==> src/rtl/scroller_pkg.sv <==
// rtl/scroller_pkg.sv - shared VGA timing, scheduler state encoding and cell-width helper
package scroller_pkg;

   localparam int H_TOTAL      = 800;
   localparam int V_TOTAL      = 525;
   localparam int H_VIS        = 640;
   localparam int V_VIS        = 480;
   localparam int LINE_START_X = 656;
   localparam int FRAME_LINE   = 482;

   typedef enum logic [1:0] {
      S_IDLE = 2'd0,
      S_CALC = 2'd1,
      S_STEP = 2'd2,
      S_NEXT = 2'd3
   } sched_state_e;

   // log2 of the cell width of layer l; nearer layers have wider cells, far layers bottom out at 1 pixel
   function automatic int cell_log2(input int l, input int max_log2);
      return (max_log2 > l) ? (max_log2 - l) : 0;
   endfunction

endpackage

==> src/rtl/scroll_cell_counter.sv <==
// rtl/scroll_cell_counter.sv - per-layer cell position counter and fine scroll offset
module scroll_cell_counter #(
   parameter int W  = 3,
   parameter int CW = 3
) (
   input  logic       clk,
   input  logic       rst_n,
   input  logic       reload_i,
   input  logic       advance_i,
   input  logic       update_i,
   input  logic [1:0] speed_i,
   output logic       cnt_zero_o,
   output logic [1:0] steps_o
);

   // one extra bit holds the carry out of fine+speed, which is the base-LFSR step count
   localparam int           SUM_W = (W >= 2) ? W + 1 : 3;
   localparam logic [W-1:0] MASK  = W'((1 << CW) - 1);

   logic [W-1:0]     cell_cnt_q, cell_cnt_d;
   logic [W-1:0]     fine_q, fine_d;
   logic [SUM_W-1:0] sum;

   assign sum        = SUM_W'(fine_q) + SUM_W'(speed_i);
   assign steps_o    = 2'(sum >> CW);
   assign cnt_zero_o = (cell_cnt_q == '0);

   // line reload wins over pixel advance; fine only moves in this layer's frame-update slot
   always_comb begin
      cell_cnt_d = cell_cnt_q;
      fine_d     = fine_q;
      if (reload_i) begin
         cell_cnt_d = fine_q;
      end else if (advance_i) begin
         cell_cnt_d = (cell_cnt_q + W'(1)) & MASK;
      end
      if (update_i) begin
         fine_d = sum[W-1:0] & MASK;
      end
   end

   // counter and fine offset registers
   always_ff @(posedge clk or negedge rst_n) begin
      if (!rst_n) begin
         cell_cnt_q <= '0;
         fine_q     <= '0;
      end else begin
         cell_cnt_q <= cell_cnt_d;
         fine_q     <= fine_d;
      end
   end

endmodule

==> src/rtl/parallax_scroll_sched.sv <==
// rtl/parallax_scroll_sched.sv - per-pixel, per-line and per-frame timing for the parallax LFSR layers
module parallax_scroll_sched
   import scroller_pkg::*;
#(
   parameter int NUM_LAYERS    = 4,
   parameter int CELL_LOG2_MAX = 3,
   parameter int LINE_START_X  = 656,
   parameter int FRAME_LINE    = 482
) (
   input  logic                    clk,
   input  logic                    rst_n,
   input  logic [9:0]              hcount,
   input  logic [9:0]              vcount,
   input  logic                    visible,
   input  logic [2*NUM_LAYERS-1:0] speed_cfg,
   input  logic                    pause,
   output logic [NUM_LAYERS-1:0]   layer_line_load,
   output logic [NUM_LAYERS-1:0]   layer_pix_step,
   output logic [NUM_LAYERS-1:0]   layer_base_step,
   output logic                    busy
);

   localparam int IDX_W = (NUM_LAYERS > 1) ? $clog2(NUM_LAYERS) : 1;

   sched_state_e            state_q, state_d;
   logic [IDX_W-1:0]        idx_q, idx_d;
   logic [1:0]              steps_q, steps_d;
   logic [2*NUM_LAYERS-1:0] spd_q, spd_d;
   logic                    line_load_q;
   logic                    line_hit, frame_hit;
   logic [NUM_LAYERS-1:0]   cnt_zero;
   logic [1:0]              layer_steps [NUM_LAYERS];
   logic [1:0]              sel_steps;

   assign line_hit  = (hcount == 10'(LINE_START_X));
   assign frame_hit = line_hit && (vcount == 10'(FRAME_LINE)) && !pause;
   assign sel_steps = layer_steps[idx_q];

   for (genvar l = 0; l < NUM_LAYERS; l++) begin : g_layer
      scroll_cell_counter #(
         .W (CELL_LOG2_MAX),
         .CW(cell_log2(l, CELL_LOG2_MAX))
      ) u_cnt (
         .clk       (clk),
         .rst_n     (rst_n),
         .reload_i  (line_hit),
         .advance_i (visible),
         .update_i  ((state_q == S_CALC) && (idx_q == IDX_W'(l))),
         .speed_i   (spd_q[2*l +: 2]),
         .cnt_zero_o(cnt_zero[l]),
         .steps_o   (layer_steps[l])
      );
   end

   assign layer_line_load = {NUM_LAYERS{line_load_q}};
   assign layer_pix_step  = cnt_zero & {NUM_LAYERS{visible}};
   assign busy            = (state_q != S_IDLE);

   // frame update walker: one layer at a time, CALC then its base steps then NEXT
   always_comb begin
      state_d         = state_q;
      idx_d           = idx_q;
      steps_d         = steps_q;
      spd_d           = spd_q;
      layer_base_step = '0;
      unique case (state_q)
         S_IDLE: begin
            if (frame_hit) begin
               spd_d   = speed_cfg;
               idx_d   = '0;
               state_d = S_CALC;
            end
         end
         S_CALC: begin
            steps_d = sel_steps;
            state_d = (sel_steps != 2'd0) ? S_STEP : S_NEXT;
         end
         S_STEP: begin
            layer_base_step = NUM_LAYERS'(1) << idx_q;
            steps_d         = steps_q - 2'd1;
            if (steps_q == 2'd1) begin
               state_d = S_NEXT;
            end
         end
         S_NEXT: begin
            if (idx_q == IDX_W'(NUM_LAYERS - 1)) begin
               state_d = S_IDLE;
            end else begin
               idx_d   = idx_q + IDX_W'(1);
               state_d = S_CALC;
            end
         end
         default: state_d = S_IDLE;
      endcase
   end

   // scheduler state, speed snapshot and the delayed line-load strobe
   always_ff @(posedge clk or negedge rst_n) begin
      if (!rst_n) begin
         state_q     <= S_IDLE;
         idx_q       <= '0;
         steps_q     <= '0;
         spd_q       <= '0;
         line_load_q <= 1'b0;
      end else begin
         state_q     <= state_d;
         idx_q       <= idx_d;
         steps_q     <= steps_d;
         spd_q       <= spd_d;
         line_load_q <= line_hit;
      end
   end

endmodule
==> config.mk <==
export PLATFORM = sky130hd
export DESIGN_NAME = parallax_scroll_sched
export DESIGN_NICKNAME = d
export VERILOG_FILES = /design/src/rtl/scroller_pkg.sv /design/src/rtl/scroll_cell_counter.sv /design/src/rtl/parallax_scroll_sched.sv
export SDC_FILE = /design/constraint.sdc
export NUM_CORES = 1
export LEC_CHECK = 0
export BUFFER_PORTS_ARGS = -buffer_cell sky130_fd_sc_hd__buf_4
export CAP_MARGIN = 20
export CELL_PAD_IN_SITES_DETAIL_PLACEMENT = 2
export CELL_PAD_IN_SITES_GLOBAL_PLACEMENT = 2
export CORE_ASPECT_RATIO = 1.75
export CORE_MARGIN = 3
export CORE_UTILIZATION = 32
export DETAILED_ROUTE_END_ITERATION = 16
export GPL_TIMING_DRIVEN = 1
export PLACE_DENSITY = 0.9
export SKIP_CTS_REPAIR_TIMING = 1
export SLEW_MARGIN = 10
export SYNTH_ARGS = -nofsm -noshare
export SYNTH_HDL_FRONTEND = slang
export SYNTH_SLANG_ARGS = --single-unit
export TNS_END_PERCENT = 20
==> constraint.sdc <==
create_clock -name clk -period 2 [get_ports clk]
set_clock_uncertainty 0.1 [all_clocks]
set_input_delay 0.4 -clock clk [delete_from_list [all_inputs] [get_ports clk]]
set_output_delay 0.4 -clock clk [all_outputs]
set_load 0.05 [all_outputs]
* After elaboration in Yosys (flattened, before gate mapping) *
Index checks and enable logic that the tools add are counted.
Widths: inputs -> output; s select.

cells by class
  add/subtract/negate cells = 8
  magnitude comparators = 1
  equal/unequal tests = 12
  shifts and indexed selects = 1
  muxes and demuxes = 21
  bitwise operators = 2
  reductions and logical operators = 20

operator list
  cell                  number
  $mux 3                8
  $logic_not 3->1       4
  $mux 2                6
  $eq 10x10->1 const B  1
  $eq 10x9->1 const B   1
  $reduce_bool 2->1     5
  $eq 2x2->1 const B    4
  $pmux 2 s2            2
  $pmux 2 s4            1
  $eq 2x1->1 const B    3
  $ne 2x2->1 const B    3
  $logic_and 1x1->1     5
  $add 2x1->2 const B   2
  $add 3x2->4           1
  $and 4x4->4           1
  $bmux 2 s2            1
  $logic_not 2->1       2
  $mux 4                1
  $reduce_and 2->1      2
  $shl 1x2->4 const A   1
  $add 1x2->3           1
  $add 2x2->3           1
  $add 3x1->3 const B   1
  $ge 3x3->1 const B    1
  6 further kinds       7

storage, ports and cells
  flip-flop bits (word level) = 33
  word-level logic and storage cells = 77

* Depth between registers and ports, before layout *
Gate-level depths: netlist (run 1).

  depth in word-level cells = 7
  depth in mapped cells = 7
  depth with buffers taken out = 7

* Modules after synthesis *
Synthesis (run 1) repeated with hierarchy kept, for this count alone.

second synthesis, totals
  cells, all modules = 169
  area total of the unflattened synthesis = 1,849.3 µm²

by module, submodules not included
  module                                  instances  cells each  area each (µm²)
  parallax_scroll_sched                   1          97          1,089.8
  scroll_cell_counter (g_layer[0].u_cnt)  1          37          376.6
  scroll_cell_counter (g_layer[1].u_cnt)  1          20          230.2
  scroll_cell_counter (g_layer[2].u_cnt)  1          11          126.4
  scroll_cell_counter (g_layer[3].u_cnt)  1          4           26.3

* Least setup slack after synthesis (run 1) *
No wires, ideal clock.

  path type = reg-to-reg
  from = reg state_q[0]
  to = reg spd_q[0]
  library setup time = 125 ps
  arrival time = 1,769 ps
  data required time = 1,775 ps
  path slack = 6 ps
  stages on the path, launching flop included = 7
  path buffers = 1
  period minus slack after synthesis = 1,994 ps
  cell sequence = dfrtp_1 inv_1 ha_1 inv_1 or3_1 buf_6 mux2_4

between the ends
  word-level cells in the longest chain between the ends = 2

ends and longest elaborated chain
  element                            RTL line                      text
  start: declaration                 parallax_scroll_sched.sv:25   sched_state_e state_q, state_d;
  start signal: assignment           parallax_scroll_sched.sv:106  state_q <= state_d;
  $logic_not 2->1                    parallax_scroll_sched.sv:66   unique case (state_q)
  $reduce_and 2->1 (no source line)  -
  end signal: assignment             parallax_scroll_sched.sv:109  spd_q <= spd_d;
  end: declaration                   parallax_scroll_sched.sv:28   logic [2*NUM_LAYERS-1:0] spd_q, spd_d;

Every way passes these cells.
A chain may end at the register's enable or synchronous reset.

* Worst setup path in the final report (run 1) *
  from = reg state_q[1]
  to = reg spd_q[0]

The elaborated chain is that of the path after synthesis.

==> results of run 1 <==
critical path: cells and delay by family, from the launching register on:
family,cells,cell delay (ps)
DFF,1,460
buffers and inverters,3,410
and+or+nand+nor,1,360
muxes,1,310
adders and majority gates,1,190
layer usage:
layer	global-route usage (%)	vias to the layer above	wire, microns
li1	-	623	-
met1	15.6	676	1550
met2	31.6	19	2820
met3	1.64	4	95
met4	3.01	0	38
met5	0	-	0
registers in the layout, summed over array words and instances (netlist names):
register                  count
spd_q                         8
g_layer.u_cnt.cell_cnt_q      6
g_layer.u_cnt.fine_q          6
idx_q                         2
state_q                       2
steps_q                       2
line_load_q                   1
worst max-delay path by stage:
stage	start	endpoint	slack [ps]	depth (start not counted)
global route	state_q[1]	spd_q[0]	-20	6
CTS	state_q[0]	layer_base_step[3]	-200	5
finish	state_q[1]	spd_q[0]	60	6
floorplan	state_q[0]	spd_q[0]	6	6
detailed placement	hcount[1]	spd_q[6]	-90	6
global placement	hcount[1]	spd_q[2]	-20	6
cells in the final DEF (no fill, tap or decap), types with 3 or more instances in the layout:
| master | netlist | final |
|---|---|---|
| a21oi_1 | 7 | 7 |
| and2_1 | 4 | 4 |
| buf_4 | 5 | 50 |
| clkbuf_8 | 0 | 3 |
| dfrtp_1 | 27 | 25 |
| ha_1 | 18 | 17 |
| inv_1 | 21 | 18 |
| inv_2 | 0 | 3 |
| mux2_2 | 5 | 5 |
| mux2_4 | 8 | 8 |
| nand2_1 | 10 | 10 |
| nor2_1 | 11 | 10 |
| o21ai_0 | 8 | 8 |
| xnor2_1 | 3 | 3 |
final cells by class:
class / instances / area (sq um)
Fill cell: 548 / 2890
Multi-Input combinational cell: 102 / 900
Sequential cell: 27 / 678
Timing Repair Buffer: 52 / 397
Inverter: 21 / 78.8
Tap cell: 54 / 67.6
Clock buffer: 3 / 41.3
Clock inverter: 1 / 7.51
metrics by stage:
step                      area [sq um]  TNS, ps  power, uW  hold slack, ps
after floorplan                   1700        0       1470            4.41
after global placement            2090     -196       1790             239
after detailed placement          2090     -764       1860             243
after CTS                         2140     -429       2210           -72.5
after global routing              2170    -25.8       2400             234
final                             2170        0       2210             239
report_power, final:
part,total (uW),internal [uW],switching [uW]
registers,798,674,124
clock network,331,142,189
logic,1080,459,625
total,2210,1270,938
cells by family (layout without fill, tap and decap cells):
| logic type | after synthesis | in the layout | synth area share (%) |
|---|---|---|---|
| simple gates | 38 | 38 | 13.6 |
| buf+inv | 29 | 77 | 7.97 |
| flops | 27 | 27 | 39.9 |
| compound gates | 24 | 24 | 8.78 |
| fa+ha+maj | 20 | 20 | 15.6 |
| mux | 15 | 15 | 11.6 |
| xor+xnor | 5 | 5 | 2.58 |
synth_stat cells, drive strengths merged:
| cell type | instances |
|---|---|
| mux2 | 13 |
| mux2i | 2 |
| clkbuf | 2 |
| nand4 | 1 |
| a32oi | 1 |
| or3 | 1 |
| nor2b | 2 |
| a21o | 1 |
| o21ai | 9 |
| xor2 | 2 |
| ha | 18 |
| nor3 | 2 |
| buf | 6 |
| nor4 | 1 |
| nand3 | 1 |
| a211oi | 2 |
| xnor2 | 3 |
| a21oi | 7 |
| nor2 | 11 |
| a221o | 1 |
| and4bb | 1 |
| nor4b | 1 |
| a311oi | 1 |
| a31oi | 1 |
| nand2 | 10 |
| nor4bb | 2 |
| o2bb2ai | 1 |
| nand4b | 1 |
| and2 | 4 |
| fa | 2 |
| dfrtp | 27 |
| inv | 21 |
==> reports/metrics.json, run 1 <==
{
  "grt": {
    "grt_first_pass_wirelength_microns": 7240,
    "grt_max_degree": 28,
    "grt_antenna_before_repair": 0,
    "global_route.usage.total_pct": 15.4,
    "first_global_vias": 1499,
    "globalRouteOverflowTotal": 0
  },
  "logic_synthesis": {
    "synthesis.area_per_instance_sq_um": 10.7,
    "postSynthRegisterBits": 27,
    "yosys-top-cells-area": "dfrtp_1 40%, ha_1 13%, mux2_4 7.1%, inv_1 4.6%, mux2_2 3.3%",
    "synth_top_area_share_pct": 39.9,
    "synth_area_sq_um": 1700,
    "synth_cells": 158,
    "yosys.area.top_type": "dfrtp_1",
    "synth.distinct_cells": 35,
    "yosysWarnings": 0,
    "synthesis.nets": 210,
    "seq_area_frac_synth_pct": 39.9
  },
  "critical_path": {
    "regToRegEndpoint": "spd_q[0]",
    "path_cells": "inv_1, ha_1, inv_1, or3_1, buf_4, mux2_4",
    "crit_type": "flop to flop",
    "worstSetupEndpointType": "flop",
    "peak_fanout_along_the_critical_path": 8,
    "worst_path_most_repeated_cell": "inv_1",
    "worst-r2r-setup-slack_ps": 60,
    "startpoint_type": "flop",
    "r2r-start": "state_q[1]",
    "critical_path_cell_with_the_highest_stage_delay": "dfrtp_1",
    "worst-endpoint-arrival_ps": 2010,
    "worst-r2r-cell-count": 6,
    "largest_stage_delay_on_the_critical_path_ps": 460,
    "cp_data_required_time_ps": 2070
  },
  "clocking": {
    "cts_root_buffer": "clkbuf_8",
    "clock_tree.buffer_depth": 2,
    "cts.sink_count": 27,
    "cts_tree": "yes",
    "ctsHtreeMaxLevel": 1,
    "clk_pin_slew_ps": 100,
    "worstSkewPairLatency_ps": 280,
    "tritoncts.num_buffers": 3
  },
  "floorplan": {
    "boundaryPins": 45,
    "core_area_sq_um": 5060,
    "row_count": 34,
    "initial_utilization_pct": 33.5,
    "fp.dieH_microns": 102,
    "dieWidth_microns": 61.0,
    "die_footprint_sq_um": 6240
  },
  "sta": {
    "achievable-frequency_mhz": 515,
    "final_max_slew_viol_count": 0,
    "finalHoldViolCount": 0,
    "worst_slack_ps": 58.0,
    "final_period_minus_worst_setup_slack_ps": 1940,
    "timing_worst_slew_pin_value_ps": 379,
    "final-setup-viol-count": 0,
    "slew-limit-headroom_pct": 74.4,
    "rsz_0062_raised_after_global_routing": "true",
    "min_period_over_period_pct": 97.1
  },
  "worst_hold_path": {
    "hold_path.startpoint": "speed_cfg[5]",
    "min_to": "spd_q[5]",
    "min_delay_path_depth": 2,
    "hp-class": "input pin to flop"
  },
  "routing": {
    "wire_per_inst_microns": 17.3,
    "detail_route.drc_violations": 0,
    "antenna_left": 0,
    "wirelength_microns": 4510,
    "dr.pass1.iters": 4,
    "first_iter_violations": 20,
    "viasPerCell": 5.08,
    "via_count": 1322
  },
  "place": {
    "detailedPlacementHpwl_microns": 3650,
    "gp_congestion": 0.770,
    "io_buffers": 44,
    "preCtsSetupSlack_ps": -91.1,
    "numPlacedInstances": 255
  },
  "power": {
    "leakage_uw": 0.00113,
    "powerDensity_nw_per_um2": 1020,
    "ir_drop_worst_case_vdd_v": 0.000330
  },
  "final_layout": {
    "final_layout_size_suffix_gt1_share_pct": 38.3,
    "flow.area_growth_from_synthesis_pct": 28.0,
    "layout.core_utilization_pct": 42.9,
    "fin_nets": 259,
    "antenna-diode-count": 0,
    "final-instance-count-excl-fill": 260
  },
  "run_status": {
    "run_status": "complete, no violations"
  },
  "run": {
    "max_cap_viol": 0
  }
}
No activity file was read; power rests on OpenSTA's default activity.
==> run 2: changes to the inputs <==
ABC_AREA = 1   (was unset)
CORE_ASPECT_RATIO = unset   (was 1.75)
CORE_UTILIZATION = 31   (was 32)
PLACE_DENSITY = 0.92   (was 0.9)
==> run 2 against run 1 <==
  * Setup slack better by 4.3 ps
  * Cell area grew 4.0%
  * Synthesized cell count rose by 35%
  * Final cell count is 27% higher
  * Combinational power rose by 11%
  * Sequential share of layout area fell by 1.2 points
  * Clock power fell by 2%
  * Clock-buffer cell count stayed put
  * First-iteration DRC count grew 130%
  * Flip-flop and latch count unchanged
  * Highest routed layer unchanged
==> reports/metrics.json, run 2 <==
{
  "logic_synthesis": {
    "yosysWarnings": {"value": 0, "change": "unchanged"},
    "synthesis.nets": {"value": 265, "change": "+26%"},
    "synth_commonest_cells": "45 x nand2_1, 38 x inv_1, 27 x dfrtp_1, 18 x ha_1, 14 x nor2_1",
    "synth.distinct_cells": {"value": 32, "change": "-8.6%"},
    "postSynth.asyncResetShare": {"value": 100, "unit": "%", "change": "unchanged"},
    "synth-main-ff-cell": "dfrtp_1",
    "post-synth-top-count-cell": "nand2_1",
    "yosys.area.top_type": "dfrtp_1",
    "synthesis.area_per_instance": {"value": 8.41, "unit": "sq um", "change": "-22%"},
    "yosys-top-cells-area": "dfrtp_1 38%, ha_1 13%, nand2_1 9.4%, inv_1 8.0%, o21ai_2 3.9%",
    "synth_cells": {"value": 213, "change": "+35%"},
    "seq_area_frac_synth": {"value": 37.7, "unit": "%", "change": "-2.1 points"},
    "synth_edf_count": {"value": 0, "change": "unchanged"},
    "synth_top_area_share": {"value": 37.7, "unit": "%", "change": "-2.1 points"},
    "postSynthRegisterBits": {"value": 27, "change": "unchanged"},
    "synth_area": {"value": 1790, "unit": "sq um", "change": "+5.7%"}
  },
  "clocking": {
    "cts_tree": "yes",
    "tritoncts.num_buffers": {"value": 3, "change": "unchanged"},
    "cts.sink_count": {"value": 27, "change": "unchanged"},
    "clk_pin_slew": {"value": 100, "unit": "ps", "change": "about the same"},
    "ctsHtreeMaxLevel": {"value": 1, "change": "unchanged"},
    "cts_root_buffer": "clkbuf_8",
    "clock_tree.buffer_depth": {"value": 2, "change": "unchanged"},
    "worstSkewPairLatency": {"value": 270, "unit": "ps", "change": "about the same"}
  },
  "floorplan": {
    "die_footprint": {"value": 6730, "unit": "sq um", "change": "+7.8%"},
    "initial_utilization": {"value": 32.3, "unit": "%", "change": "-1.2 points"},
    "dieWidth": {"value": 82.0, "unit": "microns", "change": "+34%"},
    "boundaryPins": {"value": 45, "change": "unchanged"},
    "fp.dieH": {"value": 82.0, "unit": "microns", "change": "-20%"},
    "row_count": {"value": 27, "change": "-21%"},
    "core_area": {"value": 5540, "unit": "sq um", "change": "+9.4%"}
  },
  "critical_path": {
    "worst-r2r-setup-slack": {"value": 280, "unit": "ps", "change": "+220 ps"},
    "cp_data_required_time": {"value": 1500, "unit": "ps", "change": "-570 ps"},
    "peak_fanout_along_the_critical_path": {"value": 5, "change": "-3"},
    "worstSetupEndpointType": "primary output",
    "path_delay_family": "flip-flops",
    "regToRegEndpoint": "steps_q[0]",
    "bufs_and_invs_on_worst_path": {"value": 3, "change": "unchanged"},
    "path_cells": "inv_2, ha_2, nand2_1, inv_1, buf_6",
    "startpoint_type": "flop",
    "critical_path_cell_with_the_highest_stage_delay": "dfrtp_2",
    "r2r-start": "g_layer[2].u_cnt.fine_q[0]",
    "largest_stage_delay_on_the_critical_path": {"value": 460, "unit": "ps", "change": "about the same"},
    "crit_type": "flop to primary output",
    "worst-r2r-cell-count": {"value": 7, "change": "+1"},
    "worst-endpoint-arrival": {"value": 1440, "unit": "ps", "change": "-570 ps"},
    "crit_start": "idx_q[0]"
  },
  "grt": {
    "globalRouteOverflowTotal": {"value": 0, "change": "unchanged"},
    "grt_first_pass_wirelength": {"value": 8100, "unit": "microns", "change": "+12%"},
    "grt_max_degree": {"value": 28, "change": "unchanged"},
    "global_route.usage.total": {"value": 15.9, "unit": "%", "change": "+0.49 points"},
    "grt_antenna_before_repair": {"value": 0, "change": "unchanged"},
    "first_global_vias": {"value": 1659, "change": "+11%"}
  },
  "sta": {
    "worst_slack": {"value": 62.3, "unit": "ps", "change": "+4.29 ps"},
    "worst_hold_slack": {"value": 271, "unit": "ps", "change": "+32.0 ps"},
    "achievable-frequency": {"value": 516, "unit": "MHz", "change": "+0.22%"},
    "finalHoldViolCount": {"value": 0, "change": "unchanged"},
    "final_max_slew_viol_count": {"value": 0, "change": "unchanged"},
    "setup-tns-final": {"value": 0, "unit": "ps", "change": "unchanged"},
    "min_period_over_period": {"value": 96.9, "unit": "%", "change": "-0.21 points"},
    "final_period_minus_worst_setup_slack": {"value": 1940, "unit": "ps", "change": "-4.29 ps"},
    "final-setup-viol-count": {"value": 0, "change": "unchanged"},
    "timing_worst_slew_pin_value": {"value": 367, "unit": "ps", "change": "-11.4 ps"},
    "slew-limit-headroom": {"value": 75.5, "unit": "%", "change": "+1.1 points"}
  },
  "power": {
    "total_power": {"value": 2330, "unit": "uW", "change": "+5.5%"},
    "leakage": {"value": 0.00122, "unit": "uW", "change": "+7.9%"},
    "powerDensity": {"value": 1030, "unit": "nW/um^2", "change": "+1.4%"},
    "ir_drop_worst_case_vdd": {"value": 0.000600, "unit": "V", "change": "+82%"}
  },
  "routing": {
    "wire_per_inst": {"value": 15.2, "unit": "microns", "change": "-12%"},
    "wirelength": {"value": 5020, "unit": "microns", "change": "+11%"},
    "detail_route.drc_violations": {"value": 0, "change": "unchanged"},
    "first_iter_violations": {"value": 46, "change": "+130%"},
    "viasPerCell": {"value": 4.63, "change": "-8.9%"},
    "via_count": {"value": 1524, "change": "+15%"},
    "antenna_left": {"value": 0, "change": "unchanged"},
    "dr.pass1.iters": {"value": 4, "change": "unchanged"}
  },
  "final_layout": {
    "fin_nets": {"value": 310, "change": "+20%"},
    "largest_register_ffs": {"value": 8, "change": "unchanged"},
    "layout.core_utilization": {"value": 40.7, "unit": "%", "change": "-2.1 points"},
    "mostFrequentLayoutCells": "46 x buf_4, 45 x nand2_1, 37 x inv_1",
    "top_regs": "spd_q x8, g_layer.u_cnt.cell_cnt_q x6, g_layer.u_cnt.fine_q x6",
    "flow.area_growth_from_synthesis_pct": 25.9,
    "final_layout_size_suffix_gt1_share": {"value": 30.7, "unit": "%", "change": "-7.6 points"},
    "final_common_cell": "buf_4",
    "register_name_with_the_most_flops": "spd_q",
    "antenna-diode-count": {"value": 0, "change": "unchanged"}
  },
  "run": {
    "max_cap_viol": {"value": 0, "change": "unchanged"}
  },
  "place": {
    "detailedPlacementHpwl": {"value": 3940, "unit": "microns", "change": "+7.8%"},
    "io_buffers": {"value": 44, "change": "unchanged"},
    "gp_congestion": {"value": 0.753, "change": "-2.2%"},
    "preCtsSetupSlack": {"value": 176, "unit": "ps", "change": "+267 ps"}
  },
  "worst_hold_path": {
    "min_delay_path_depth": {"value": 3, "change": "+1"},
    "min_to": "spd_q[5]",
    "hp-class": "input pin to flop",
    "hold_path.startpoint": "speed_cfg[5]"
  },
  "run_status": {
    "run_status": "complete, no violations"
  }
}
-- run 2: worst max-delay path by stage --
stage	slack, ps	endpoint	depth (start not counted)
floorplan	210	layer_pix_step[2]	3
global placement	310	layer_base_step[0]	5
detailed placement	180	layer_base_step[2]	5
CTS	-210	layer_base_step[2]	5
global route	-20	layer_base_step[2]	5
finish	60	layer_base_step[2]	5
-- run 2: worst register-to-register path, cell delays in order (launching register included) --
cell	delay (ps)
dfrtp_1	430
ha_1	220
ha_1	280
nor2_1	110
nor2_1	70
o21ai_1	120
nand3_1	110
a22o_1	190
-- run 2: metal layers --
| metal | vias to the layer above | wire [microns] | GRT usage [%] |
|---|---|---|---|
| li1 | 744 | - | - |
| met1 | 763 | 1880 | 17.6 |
| met2 | 15 | 3010 | 31.9 |
| met3 | 2 | 90 | 1.32 |
| met4 | 0 | 33 | 3.99 |
| met5 | - | 0 | 0 |
-- run 2: report_power, final --
group | internal, uW | switching [uW] | total (uW)
clock | 141 | 182 | 323
sequential | 678 | 132 | 810
combinational | 466 | 734 | 1200
-- run 2: area by class of cell --
class	count	area (sq um)
clock buffers	3	41.3
fillers	632	3280
inverters	41	154
repair buffers	48	367
flip-flops and latches	27	678
well taps	72	90.1
multi-input cells	137	918
clock inverters	1	7.51
-- run 2: through the flow --
stage,area (sq um),instances
after floorplan,1790,213
after global placement,2150,321
after detailed placement,2150,321
after CTS,2200,325
after global routing,2260,329
final,2260,329
-- run 2: cell families (layout without fill, tap and decap cells) --
| kind of cell | count (synthesis) | in the layout | synth area share, % |
|---|---|---|---|
| DFF | 27 | 27 | 37.7 |
| xor gates and xnor gates | 4 | 4 | 1.96 |
| AOI/OAI and AO/OA | 28 | 28 | 10.5 |
| adders and majority gates | 20 | 20 | 14.8 |
| buffers and inverters | 49 | 93 | 11.9 |
| muxes | 2 | 2 | 1.26 |
| and+or+nand+nor | 83 | 83 | 21.9 |
==> run 3: changes to the inputs <==
ABC_AREA = unset   (was 1)
CORE_UTILIZATION = 32   (was 31)
PLACE_DENSITY = 0.9   (was 0.92)
==> run 3 against run 2 <==
  * First-iteration DRC count down 24%
  * Cell area down 2.6%
  * Sequential power down 1%
  * Core utilization up 4.0 points
  * Flip-flop and latch count unchanged
  * Critical path depth down 1
  * Non-clock buffer count up 5
  * Sequential share of layout area up 0.80 points
  * Die area down 7.7%
  * Global-route usage down 1.6 points
  * Largest power group unchanged
  * Highest routed layer unchanged
==> reports/metrics.json, run 3 (synthesis results as in run 1) <==
{
  "run_status": {
    "run_status": "complete, no violations"
  },
  "place": {
    "gp_congestion": {"value": 0.793, "change": "+5.3%"},
    "detailedPlacementHpwl": {"value": 3420, "unit": "microns", "change": "-13%"},
    "post_placement_cell_area": {"value": 2110, "unit": "sq um", "change": "-1.9%"},
    "io_buffers": {"value": 44, "change": "unchanged"},
    "numPlacedInstances": {"value": 269, "change": "-16%"}
  },
  "routing": {
    "wire_per_inst": {"value": 15.0, "unit": "microns", "change": "-1.4%"},
    "antenna_left": {"value": 0, "change": "unchanged"},
    "via_count": {"value": 1314, "change": "-14%"},
    "wirelength": {"value": 4120, "unit": "microns", "change": "-18%"},
    "detail_route.drc_violations": {"value": 0, "change": "unchanged"},
    "dr.pass1.iters": {"value": 4, "change": "unchanged"},
    "first_iter_violations": {"value": 35, "change": "-24%"},
    "viasPerCell": {"value": 4.80, "change": "+3.5%"}
  },
  "critical_path": {
    "critical_path_cell_with_the_highest_stage_delay": "dfrtp_2",
    "crit_type": "flop to primary output",
    "peak_fanout_along_the_critical_path": {"value": 7, "change": "+2"},
    "path_delay_family": "flip-flops",
    "worst-endpoint-arrival": {"value": 1420, "unit": "ps", "change": "-20 ps"},
    "startpoint_type": "flop",
    "cp_data_required_time": {"value": 1500, "unit": "ps", "change": "about the same"},
    "largest_stage_delay_on_the_critical_path": {"value": 480, "unit": "ps", "change": "+20 ps"},
    "worstSetupEndpointType": "primary output",
    "bufs_and_invs_on_worst_path": {"value": 2, "change": "-1"},
    "path_cells": "inv_2, ha_1, and2_1, buf_4"
  },
  "worst_hold_path": {
    "hp-class": "input pin to flop"
  },
  "grt": {
    "global_route.usage.total": {"value": 14.3, "unit": "%", "change": "-1.6 points"},
    "grt_first_pass_wirelength": {"value": 7200, "unit": "microns", "change": "-11%"},
    "first_global_vias": {"value": 1518, "change": "-8.5%"},
    "grt_antenna_before_repair": {"value": 0, "change": "unchanged"},
    "grt_max_degree": {"value": 28, "change": "unchanged"},
    "globalRouteOverflowTotal": {"value": 0, "change": "unchanged"}
  },
  "sta": {
    "final_max_slew_viol_count": {"value": 0, "change": "unchanged"},
    "min_period_over_period": {"value": 96.2, "unit": "%", "change": "-0.68 points"},
    "final-setup-viol-count": {"value": 0, "change": "unchanged"},
    "slew-limit-headroom": {"value": 76.8, "unit": "%", "change": "+1.3 points"},
    "finalHoldViolCount": {"value": 0, "change": "unchanged"},
    "setup-tns-final": {"value": 0, "unit": "ps", "change": "unchanged"},
    "achievable-frequency": {"value": 520, "unit": "MHz", "change": "+0.71%"},
    "final_period_minus_worst_setup_slack": {"value": 1920, "unit": "ps", "change": "-13.7 ps"},
    "timing_worst_slew_pin_value": {"value": 343, "unit": "ps", "change": "-24.4 ps"}
  },
  "final_layout": {
    "mostFrequentLayoutCells": "51 x buf_4, 25 x dfrtp_1, 18 x inv_1",
    "final_common_cell": "buf_4",
    "final_layout_size_suffix_gt1_share": {"value": 39.1, "unit": "%", "change": "+8.4 points"},
    "fin_nets": {"value": 260, "change": "-16%"},
    "antenna-diode-count": {"value": 0, "change": "unchanged"},
    "final-instance-count-excl-fill": {"value": 274, "change": "-17%"},
    "register_name_with_the_most_flops": "spd_q",
    "layout.core_utilization": {"value": 44.7, "unit": "%", "change": "+4.0 points"},
    "flow.area_growth_from_synthesis_pct": 29.6,
    "fin_area": {"value": 2200, "unit": "sq um", "change": "-2.6%"},
    "largest_register_ffs": {"value": 8, "change": "unchanged"},
    "top_regs": "spd_q x8, g_layer.u_cnt.cell_cnt_q x6, g_layer.u_cnt.fine_q x6"
  },
  "floorplan": {
    "boundaryPins": {"value": 45, "change": "unchanged"},
    "die_footprint": {"value": 6210, "unit": "sq um", "change": "-7.7%"},
    "fp.dieH": {"value": 78.8, "unit": "microns", "change": "-4.0%"},
    "dieWidth": {"value": 78.8, "unit": "microns", "change": "-4.0%"},
    "row_count": {"value": 25, "change": "-7.4%"},
    "core_area": {"value": 4910, "unit": "sq um", "change": "-11%"},
    "initial_utilization": {"value": 34.5, "unit": "%", "change": "+2.2 points"}
  },
  "run": {
    "max_cap_viol": {"value": 0, "change": "unchanged"}
  },
  "clocking": {
    "clock_tree.buffer_depth": {"value": 2, "change": "unchanged"},
    "clk_pin_slew": {"value": 100, "unit": "ps", "change": "about the same"},
    "tritoncts.num_buffers": {"value": 3, "change": "unchanged"},
    "cts_root_buffer": "clkbuf_8",
    "cts_tree": "yes",
    "ctsHtreeMaxLevel": {"value": 1, "change": "unchanged"},
    "worstSkewPairLatency": {"value": 270, "unit": "ps", "change": "about the same"},
    "cts.sink_count": {"value": 27, "change": "unchanged"}
  },
  "power": {
    "total_power": {"value": 2190, "unit": "uW", "change": "-6.2%"},
    "ir_drop_worst_case_vdd": {"value": 0.000437, "unit": "V", "change": "-27%"},
    "powerDensity": {"value": 996, "unit": "nW/um^2", "change": "-3.7%"},
    "leakage": {"value": 0.00114, "unit": "uW", "change": "-6.6%"}
  }
}
run 3: cell count changes in the layout (fill, tap and decap cells not counted), sizes merged, moves of 4 or more:
cell   before  now
inv        41   21
and2        0    4
nand2      48   10
mux2        2   13
nor2       18   11
o21ai      14    9
buf        47   52
nand3      13    1
run 3: power breakdown:
group	internal [uW]	total [uW]	switching [uW]	leakage, uW
clock	140	316	176	0.0000255
sequential	674	800	127	0.000352
combinational	467	1070	606	0.000766
run 3: path summary, 6_finish.rpt:
path	cells after the start	slack, ps	endpoint	from
max	4	80	layer_base_step[2]	idx_q[0]
min	2	250	spd_q[6]	speed_cfg[6]
max reg2reg	6	130	spd_q[4]	state_q[1]
min reg2reg	1	420	spd_q[2]	spd_q[2]
max in group asynchronous	2	1050	idx_q[1]	rst_n
min in group asynchronous	2	460	state_q[1]	rst_n
run 3: layer usage:
layer,global-route usage (%),routed length (microns)
met4,2.62,19
met5,0,0
met1,17.4,1740
met2,27.2,2210
met3,1.70,150
run 3: layout make-up:
type / count / area, sq um
clock inverters: 1 / 5.00
inverters: 21 / 78.8
flip-flops and latches: 27 / 678
repair buffers: 53 / 404
well taps: 67 / 83.8
clock buffers: 3 / 41.3
multi-input cells: 102 / 906
fillers: 530 / 2710
run 3: through the flow:
step | worst slack (ps) | hold slack, ps
6_report | 76.0 | 252
5_1_grt | -5.23 | 245
4_1_cts | -117 | -64.3
3_5_place_dp | -124 | 244
3_3_place_gp | -58.6 | 238
2_1_floorplan | 6.17 | 4.41
